--- src/rtl/muldiv_pkg.sv ---
// Shared definitions for the iterative multiply/divide unit.
//   state_e     - controller states
//   MODE_DIV/MUL - encodings of mode_i
//   width_legal - elaboration-time check of the WIDTH parameter
package muldiv_pkg;

    typedef enum logic [2:0] {
        StIdle,
        StMul,
        StDiv,
        StDivZero,
        StDone
    } state_e;

    localparam logic MODE_DIV = 1'b0;
    localparam logic MODE_MUL = 1'b1;

    // Operand width must be even and within 8..64.
    function automatic bit width_legal(input int unsigned w);
        return (w >= 8) && (w <= 64) && ((w % 2) == 0);
    endfunction

endpackage

--- src/rtl/muldiv_if.sv ---
// Request/response bundle for muldiv_unit.
//   master: drives start_i, mode_i, signed_i, opdata_1_i, opdata_2_i, annul_i
//           and observes result_o, ready_o, busy_o, div_zero_o.
//   slave : the unit side of the same signals.
interface muldiv_if #(
    parameter int unsigned WIDTH = 32
);
    logic               start_i;
    logic               mode_i;
    logic               signed_i;
    logic [WIDTH-1:0]   opdata_1_i;
    logic [WIDTH-1:0]   opdata_2_i;
    logic               annul_i;
    logic [2*WIDTH-1:0] result_o;
    logic               ready_o;
    logic               busy_o;
    logic               div_zero_o;

    modport master (
        output start_i, mode_i, signed_i, opdata_1_i, opdata_2_i, annul_i,
        input  result_o, ready_o, busy_o, div_zero_o
    );

    modport slave (
        input  start_i, mode_i, signed_i, opdata_1_i, opdata_2_i, annul_i,
        output result_o, ready_o, busy_o, div_zero_o
    );
endinterface

--- src/rtl/muldiv_signfix.sv ---
// Conditional two's-complement negation, purely combinational.
// Used both to take operand magnitudes and to restore result signs.
//   value_i  - input word
//   negate_i - 1: output -value_i, 0: pass through
//   value_o  - result
module muldiv_signfix #(
    parameter int unsigned WIDTH = 32
) (
    input  logic [WIDTH-1:0] value_i,
    input  logic             negate_i,
    output logic [WIDTH-1:0] value_o
);
    assign value_o = negate_i ? ((~value_i) + WIDTH'(1)) : value_i;
endmodule

--- src/rtl/muldiv_unit.sv ---
// Iterative multiply/divide unit: shift-add multiply and restoring divide,
// one bit per cycle, operating on magnitudes with sign restored on output.
//   clk, rst - clock, asynchronous active-high reset
//   bus      - muldiv_if slave: start/mode/signed/operands/annul in,
//              result/ready/busy/div_zero out
module muldiv_unit
    import muldiv_pkg::*;
#(
    parameter int unsigned WIDTH = 32
) (
    input logic      clk,
    input logic      rst,
    muldiv_if.slave  bus
);
    localparam int unsigned CntW = $clog2(WIDTH + 1);

    if (!width_legal(WIDTH)) begin : gen_width_check
        $error("muldiv_unit: illegal WIDTH %0d", WIDTH);
    end

    state_e               state_q, state_d;
    logic [WIDTH-1:0]     a_q, a_d;       // multiplicand magnitude
    logic [WIDTH-1:0]     b_q, b_d;       // divisor magnitude
    logic [2*WIDTH-1:0]   acc_q, acc_d;   // {partial, multiplier} or {remainder, quotient}
    logic [CntW-1:0]      cnt_q, cnt_d;
    logic                 mode_q, mode_d;
    logic                 neg_qp_q, neg_qp_d; // negate quotient / product
    logic                 neg_r_q, neg_r_d;   // negate remainder
    logic                 dz_q, dz_d;

    logic [WIDTH-1:0]     op1_mag, op2_mag;
    logic [WIDTH-1:0]     quo_fixed, rem_fixed;
    logic [2*WIDTH-1:0]   prod_fixed;

    muldiv_signfix #(.WIDTH(WIDTH)) u_op1_mag (
        .value_i  (bus.opdata_1_i),
        .negate_i (bus.signed_i & bus.opdata_1_i[WIDTH-1]),
        .value_o  (op1_mag)
    );

    muldiv_signfix #(.WIDTH(WIDTH)) u_op2_mag (
        .value_i  (bus.opdata_2_i),
        .negate_i (bus.signed_i & bus.opdata_2_i[WIDTH-1]),
        .value_o  (op2_mag)
    );

    muldiv_signfix #(.WIDTH(WIDTH)) u_quo_fix (
        .value_i  (acc_q[WIDTH-1:0]),
        .negate_i (neg_qp_q),
        .value_o  (quo_fixed)
    );

    muldiv_signfix #(.WIDTH(WIDTH)) u_rem_fix (
        .value_i  (acc_q[2*WIDTH-1:WIDTH]),
        .negate_i (neg_r_q),
        .value_o  (rem_fixed)
    );

    muldiv_signfix #(.WIDTH(2 * WIDTH)) u_prod_fix (
        .value_i  (acc_q),
        .negate_i (neg_qp_q),
        .value_o  (prod_fixed)
    );

    // Restoring divide step: shift the next dividend bit into the remainder
    // and subtract the divisor; a borrow (diff[WIDTH]) means restore.
    logic [WIDTH:0]       rem_ext, diff;
    logic [2*WIDTH-1:0]   div_step;
    assign rem_ext  = {acc_q[2*WIDTH-1:WIDTH], acc_q[WIDTH-1]};
    assign diff     = rem_ext - {1'b0, b_q};
    assign div_step = diff[WIDTH] ? {acc_q[2*WIDTH-2:0], 1'b0}
                                  : {diff[WIDTH-1:0], acc_q[WIDTH-2:0], 1'b1};

    // Shift-add multiply step: add multiplicand on multiplier LSB, shift right.
    logic [WIDTH:0]       mul_sum;
    logic [2*WIDTH-1:0]   mul_step;
    assign mul_sum  = {1'b0, acc_q[2*WIDTH-1:WIDTH]} + (acc_q[0] ? {1'b0, a_q} : '0);
    assign mul_step = {mul_sum, acc_q[WIDTH-1:1]};

    logic last_iter;
    assign last_iter = (cnt_q == CntW'(WIDTH - 1));

    always_comb begin
        state_d  = state_q;
        a_d      = a_q;
        b_d      = b_q;
        acc_d    = acc_q;
        cnt_d    = cnt_q;
        mode_d   = mode_q;
        neg_qp_d = neg_qp_q;
        neg_r_d  = neg_r_q;
        dz_d     = dz_q;

        unique case (state_q)
            StIdle: begin
                if (bus.start_i && !bus.annul_i) begin
                    a_d      = op1_mag;
                    b_d      = op2_mag;
                    mode_d   = bus.mode_i;
                    cnt_d    = '0;
                    neg_qp_d = bus.signed_i & (bus.opdata_1_i[WIDTH-1] ^ bus.opdata_2_i[WIDTH-1]);
                    neg_r_d  = bus.signed_i & bus.opdata_1_i[WIDTH-1];
                    dz_d     = 1'b0;
                    if (bus.mode_i == MODE_MUL) begin
                        acc_d   = {{WIDTH{1'b0}}, op2_mag};
                        state_d = StMul;
                    end else if (bus.opdata_2_i == '0) begin
                        acc_d   = '0;
                        dz_d    = 1'b1;
                        state_d = StDivZero;
                    end else begin
                        acc_d   = {{WIDTH{1'b0}}, op1_mag};
                        state_d = StDiv;
                    end
                end
            end
            StMul: begin
                acc_d = mul_step;
                cnt_d = cnt_q + CntW'(1);
                if (last_iter) state_d = StDone;
            end
            StDiv: begin
                acc_d = div_step;
                cnt_d = cnt_q + CntW'(1);
                if (last_iter) state_d = StDone;
            end
            StDivZero: state_d = StDone;
            StDone: begin
                if (!bus.start_i) state_d = StIdle;
            end
            default: state_d = StIdle;
        endcase

        // Abort wins over everything, including a held start_i in DONE.
        if (state_q != StIdle && bus.annul_i) state_d = StIdle;
    end

    always_ff @(posedge clk or posedge rst) begin
        if (rst) begin
            state_q  <= StIdle;
            a_q      <= '0;
            b_q      <= '0;
            acc_q    <= '0;
            cnt_q    <= '0;
            mode_q   <= MODE_DIV;
            neg_qp_q <= 1'b0;
            neg_r_q  <= 1'b0;
            dz_q     <= 1'b0;
        end else begin
            state_q  <= state_d;
            a_q      <= a_d;
            b_q      <= b_d;
            acc_q    <= acc_d;
            cnt_q    <= cnt_d;
            mode_q   <= mode_d;
            neg_qp_q <= neg_qp_d;
            neg_r_q  <= neg_r_d;
            dz_q     <= dz_d;
        end
    end

    // Outputs are gated by state so reset clears them without waiting for clk.
    always_comb begin
        bus.result_o   = '0;
        bus.div_zero_o = 1'b0;
        if (state_q == StDone) begin
            bus.result_o   = (mode_q == MODE_MUL) ? prod_fixed : {rem_fixed, quo_fixed};
            bus.div_zero_o = dz_q;
        end
    end

    assign bus.ready_o = (state_q == StDone);
    assign bus.busy_o  = (state_q != StIdle);

endmodule

--- src/flat_wrapper.sv ---
// flat-port wrapper written by rule: the top's interface ports become plain ports
module muldiv_unit_flat import muldiv_pkg::*;
#(
    parameter int unsigned WIDTH = 32
)
  (clk, rst, bus_start_i, bus_mode_i, bus_signed_i, bus_opdata_1_i, bus_opdata_2_i, bus_annul_i, bus_result_o, bus_ready_o, bus_busy_o, bus_div_zero_o);
  muldiv_if #(.WIDTH(WIDTH)) bus_i ();
  input logic clk;
  input logic rst;
  input wire logic [$bits(bus_i.start_i)-1:0] bus_start_i;
  input wire logic [$bits(bus_i.mode_i)-1:0] bus_mode_i;
  input wire logic [$bits(bus_i.signed_i)-1:0] bus_signed_i;
  input wire logic [$bits(bus_i.opdata_1_i)-1:0] bus_opdata_1_i;
  input wire logic [$bits(bus_i.opdata_2_i)-1:0] bus_opdata_2_i;
  input wire logic [$bits(bus_i.annul_i)-1:0] bus_annul_i;
  output wire logic [$bits(bus_i.result_o)-1:0] bus_result_o;
  output wire logic [$bits(bus_i.ready_o)-1:0] bus_ready_o;
  output wire logic [$bits(bus_i.busy_o)-1:0] bus_busy_o;
  output wire logic [$bits(bus_i.div_zero_o)-1:0] bus_div_zero_o;
  assign bus_i.start_i = bus_start_i;
  assign bus_i.mode_i = bus_mode_i;
  assign bus_i.signed_i = bus_signed_i;
  assign bus_i.opdata_1_i = bus_opdata_1_i;
  assign bus_i.opdata_2_i = bus_opdata_2_i;
  assign bus_i.annul_i = bus_annul_i;
  assign bus_result_o = bus_i.result_o;
  assign bus_ready_o = bus_i.ready_o;
  assign bus_busy_o = bus_i.busy_o;
  assign bus_div_zero_o = bus_i.div_zero_o;
  muldiv_unit #(.WIDTH(WIDTH)) u_core (.clk(clk), .rst(rst), .bus(bus_i));
endmodule
--- config.mk ---
export PLATFORM = sky130hd
export DESIGN_NAME = muldiv_unit_flat
export DESIGN_NICKNAME = d
export VERILOG_FILES = /design/src/rtl/muldiv_pkg.sv /design/src/rtl/muldiv_if.sv /design/src/rtl/muldiv_signfix.sv /design/src/rtl/muldiv_unit.sv /design/src/flat_wrapper.sv
export SDC_FILE = /design/constraint.sdc
export NUM_CORES = 1
export LEC_CHECK = 0
export ABC_CLOCK_PERIOD_IN_PS = 7590
export CAP_MARGIN = 40
export CORE_MARGIN = 1.5
export CORE_UTILIZATION = 35
export CTS_CLUSTER_SIZE = 28
export DETAILED_ROUTE_END_ITERATION = 6
export PLACE_DENSITY = 0.57
export SLEW_MARGIN = 30
export SYNTH_ARGS = -nofsm -noshare
export SYNTH_HDL_FRONTEND = slang
export SYNTH_SLANG_ARGS = --single-unit
export TNS_END_PERCENT = 1
--- constraint.sdc ---
create_clock -name clk -period 7.59 [get_ports clk]
set_input_delay 1.518 -clock clk [delete_from_list [all_inputs] [get_ports clk]]
set_output_delay 1.518 -clock clk [all_outputs]
set_load 0.05 [all_outputs]
==> results of run 1 <==
[layout make-up]
cell class	instances	share of cell area, %
multi-input cells	1399	57.6
flip-flops and latches	141	22.7
repair buffers	161	10.4
well taps	468	3.77
clock buffers	19	2.85
inverters	77	1.89
clock inverters	12	0.741
[layer usage]
layer  up-vias  wire (um)  part of all wire, %
li1       6342          -                    -
met1      6260      22800                   47
met2       615      21100                   43
met3        73       3610                  7.4
met4         0       1130                  2.3
met5         -          0                    0
[worst max-delay path, delay by kind of cell (launching register included)]
kind	cells	cell delay, ns
simple gates	6	2.20
compound gates	3	1.01
buf+inv	1	0.84
flops	1	0.44
xor+xnor	1	0.18
[kinds of logic (layout without fill, tap and decap cells)]
kind of cell / after synthesis / after routing / share of synthesized area [%]
xor gates and xnor gates: 168 / 168 / 11.3
adders and majority gates: 72 / 72 / 6.96
DFF: 141 / 141 / 26.9
and+or+nand+nor: 586 / 586 / 21.0
muxes: 39 / 39 / 3.03
AOI/OAI and AO/OA: 534 / 534 / 25.6
buffers and inverters: 178 / 269 / 5.22
[power by group]
group	switching, mW	internal, mW	leakage (nW)	total, mW
sequential	0.383	0.956	1.78	1.34
clock	0.370	0.460	0.254	0.831
combinational	1.75	1.24	4.46	2.99
total	2.50	2.66	6.49	5.16
[stage by stage]
| step | hold WS [ns] | instances | worst slack (ns) | instance area (sq um) |
|---|---|---|---|---|
| floorplan | 0.439 | 1718 | 2.29 | 13100 |
| global placement | 0.454 | 2240 | 1.55 | 14900 |
| detailed placement | 0.462 | 2244 | 1.50 | 14900 |
| CTS | 0.477 | 2275 | 1.02 | 15500 |
| global route | 0.489 | 2277 | 0.751 | 15500 |
| finish | 0.472 | 2277 | 0.938 | 15500 |
[sequential cells by signal, indices dropped and copies added, names as in the netlist]
register	count
u_core.state_q	3
u_core.dz_q	1
u_core.mode_q	1
u_core.neg_qp_q	1
u_core.a_q	32
u_core.cnt_q	6
u_core.acc_q	64
u_core.neg_r_q	1
u_core.b_q	32
[cells in the final DEF, fill, tap and decap left out, drive strengths merged, types with 14 or more instances in the layout]
cell type	count
and2	40
dfrtp	141
o41ai	14
o21ai	193
a22oi	37
ha	69
clkdlybuf4s50	136
clkbuf	19
nand3	19
xor2	81
nand2b	24
nor2	167
mux2i	33
a222oi	16
or3	40
a21oi	128
nand2	191
xnor2	87
inv	80
o31ai	29
buf	25
and3	14
nor3	27
nor4	18
a21o	21
[final timing paths]
| check | to | slack (ns) |
|---|---|---|
| min in group asynchronous | u_core.cnt_q[4]$_DFFE_PP0P_ | 1.56 |
| min | u_core.a_q[8]$_DFFE_PP0P_ | 0.47 |
| max in group asynchronous | u_core.acc_q[62]$_DFFE_PP0P_ | 4.88 |
| max | bus_result_o[54] | 0.94 |
| min reg2reg | u_core.a_q[8]$_DFFE_PP0P_ | 0.47 |
| max reg2reg | u_core.acc_q[53]$_DFFE_PP0P_ | 2.29 |
==> summary.txt, run 1 <==
Setup path
  – Reg2reg start: u_core.acc_q[31]$_DFFE_PP0P_
  – R2R depth: 15
  – Critical path origin: u_core.acc_q[3]$_DFFE_PP0P_
  – Critical Path AT: 5.13 ns
  – CP Class: reg2out
  – Startpoint types: flip-flop
  – Crit end category: output pin
  – WP data required: 6.07 ns
  – CP max stage delay: 0.84 ns
  – CP Max Fanout: 8
  – Slowest cell on crit path: clkdlybuf4s50_1
  – Most frequent CP cell: or3_1
  – Worst-path cell chain: or3_1, nor4_1, nand4_1, or3_1, o31ai_2, nand2_1, a21oi_2, a21oi_1, xnor2_1, nor2_1, clkdlybuf4s50_1

Logic synthesis
  – Seq cells post-synth: 141
  – Syn Inst Count: 1718
  – Mapped Area: 13100 sq um
  – Mapped Nets: 1859
  – Area share of the largest cell type after synthesis: 26.9%
  – Post-synthesis sequential area ratio: 26.9%
  – Dominant cell type by area after synthesis: dfrtp_1
  – Mean Syn Cell Area: 7.64 sq um
  – Synth Flop Type: dfrtp_1
  – Synth warn: 0
  – Post-synth top cells: o21ai_0 (193), nand2_1 (191), nor2_1 (167)
  – Post-synth ARST share: 100%
  – Count of cell types in the netlist: 66
  – Top area cells in the synthesized netlist: dfrtp_1 (27%), o21ai_0 (7.4%), ha_1 (6.6%), xnor2_1 (5.7%), nand2_1 (5.5%)
  – Number of flops mapped to enable cells by yosys: 0
  – Most frequent cell after synthesis: o21ai_0

Global routing
  – GR peak layer: met2
  – GRT overflow: 0
  – Gr usage total: 25.2%
  – GR Util met2: 38.2%
  – Global-route wire length before repair: 75500 um
  – Initial antenna violation count: 0
  – Grt met3 use: 3.41%
  – Vias in the first global route: 12681
  – Largest net degree at the start of global routing: 95
  – Met1 Use GR: 36.9%

Timing
  – Max frequency: 150 MHz
  – Endpoints failing hold: 0
  – Setup TNS: 0 ns
  – Final Cycle Share: 87.6%
  – Fin. max-slew vios: 0
  – RSZ-0062 raised after global routing: no
  – Actual slew at the worst max-slew pin: 0.805 ns
  – Min Clock Period, post-route: 6.65 ns
  – Skew final: 0.0130 ns
  – Worst slew margin: 46.0%
  – Final setup viols: 0

Run
  – Max Cap Violations: 0

Drt
  – DRC violations left: 0
  – Drt pass-1 iters: 6
  – Via density: 5.84
  – Initial drt markers: 1346
  – Wire per inst: 21.4 um
  – Routed Antenna Nets: 0
  – DRT Wirelength: 48600 um
  – Vias after detailed routing: 13290

Die
  – Core ar.: 36800 sq um
  – Die area: 38700 sq um
  – Die Width: 197 um
  – Initial Util: 35.7%
  – Core Rows: 70
  – # IOs: 137
  – Vert. Die Dim: 197 um

Hold path
  – Min-delay src: u_core.a_q[8]$_DFFE_PP0P_
  – Worst Hold Class: reg2reg
  – WHS Path Cells: 2

Placed design
  – I/O Buffers: 136
  – DP HPWL: 37300 um
  – GP Congestion: 0.932

Status
  – Run status: finished, final reports clean

Finish
  – Fill count: 3755
  – Share of layout cells above drive strength 1: 5.03%
  – Area of the multi-input gates: 8950 sq um
  – Nets: 1938
  – # diodes: 0
  – Synth-to-layout area growth: 18.4%
  – Reg area: 3530 sq um
  – Final core area utilization: 42.3%

CTS
  – CTS tree: built
  – Clock Latency Late Sink: 0.44 ns
  – Cts hold-fix bufs: 0
  – CTS Buf Count: 17
  – Clk sinks: 141
  – CTS clk-pin slew, worst paths: 0.07 ns
  – Post-CTS Setup Bufs: 0
  – Cts repair resizes: 0
  – Clk root buf: clkbuf_16
  – Max Root-Sink Buffers: 2
  – H-Tree Depth: 4

Power
  – Pwr/cell area: 332 nW/um^2
  – Worst vdd ir: 144 uV
  – Leak: 6.49 nW
  – Pwr Total: 5.16 mW
(Power assumes the default switching activity.)
==> inputs of run 2 (changes only) <==
--- a/config.mk
+++ b/config.mk
@@ -16,4 +16,4 @@
 export SYNTH_ARGS = -nofsm -noshare
 export SYNTH_HDL_FRONTEND = slang
 export SYNTH_SLANG_ARGS = --single-unit
-export TNS_END_PERCENT = 1
+export TNS_END_PERCENT = 30
==> results of run 2 <==
No change in the layout: final DEF, timing and power equal those of run 1.
==> inputs of run 3 (changes only) <==
--- a/config.mk
+++ b/config.mk
@@ -9,7 +9,6 @@
 export CAP_MARGIN = 40
 export CORE_MARGIN = 1.5
 export CORE_UTILIZATION = 35
-export CTS_CLUSTER_SIZE = 28
 export DETAILED_ROUTE_END_ITERATION = 6
 export PLACE_DENSITY = 0.57
 export SLEW_MARGIN = 30
==> results of run 3 <==
No change in the layout: final DEF, timing and power equal those of run 1.
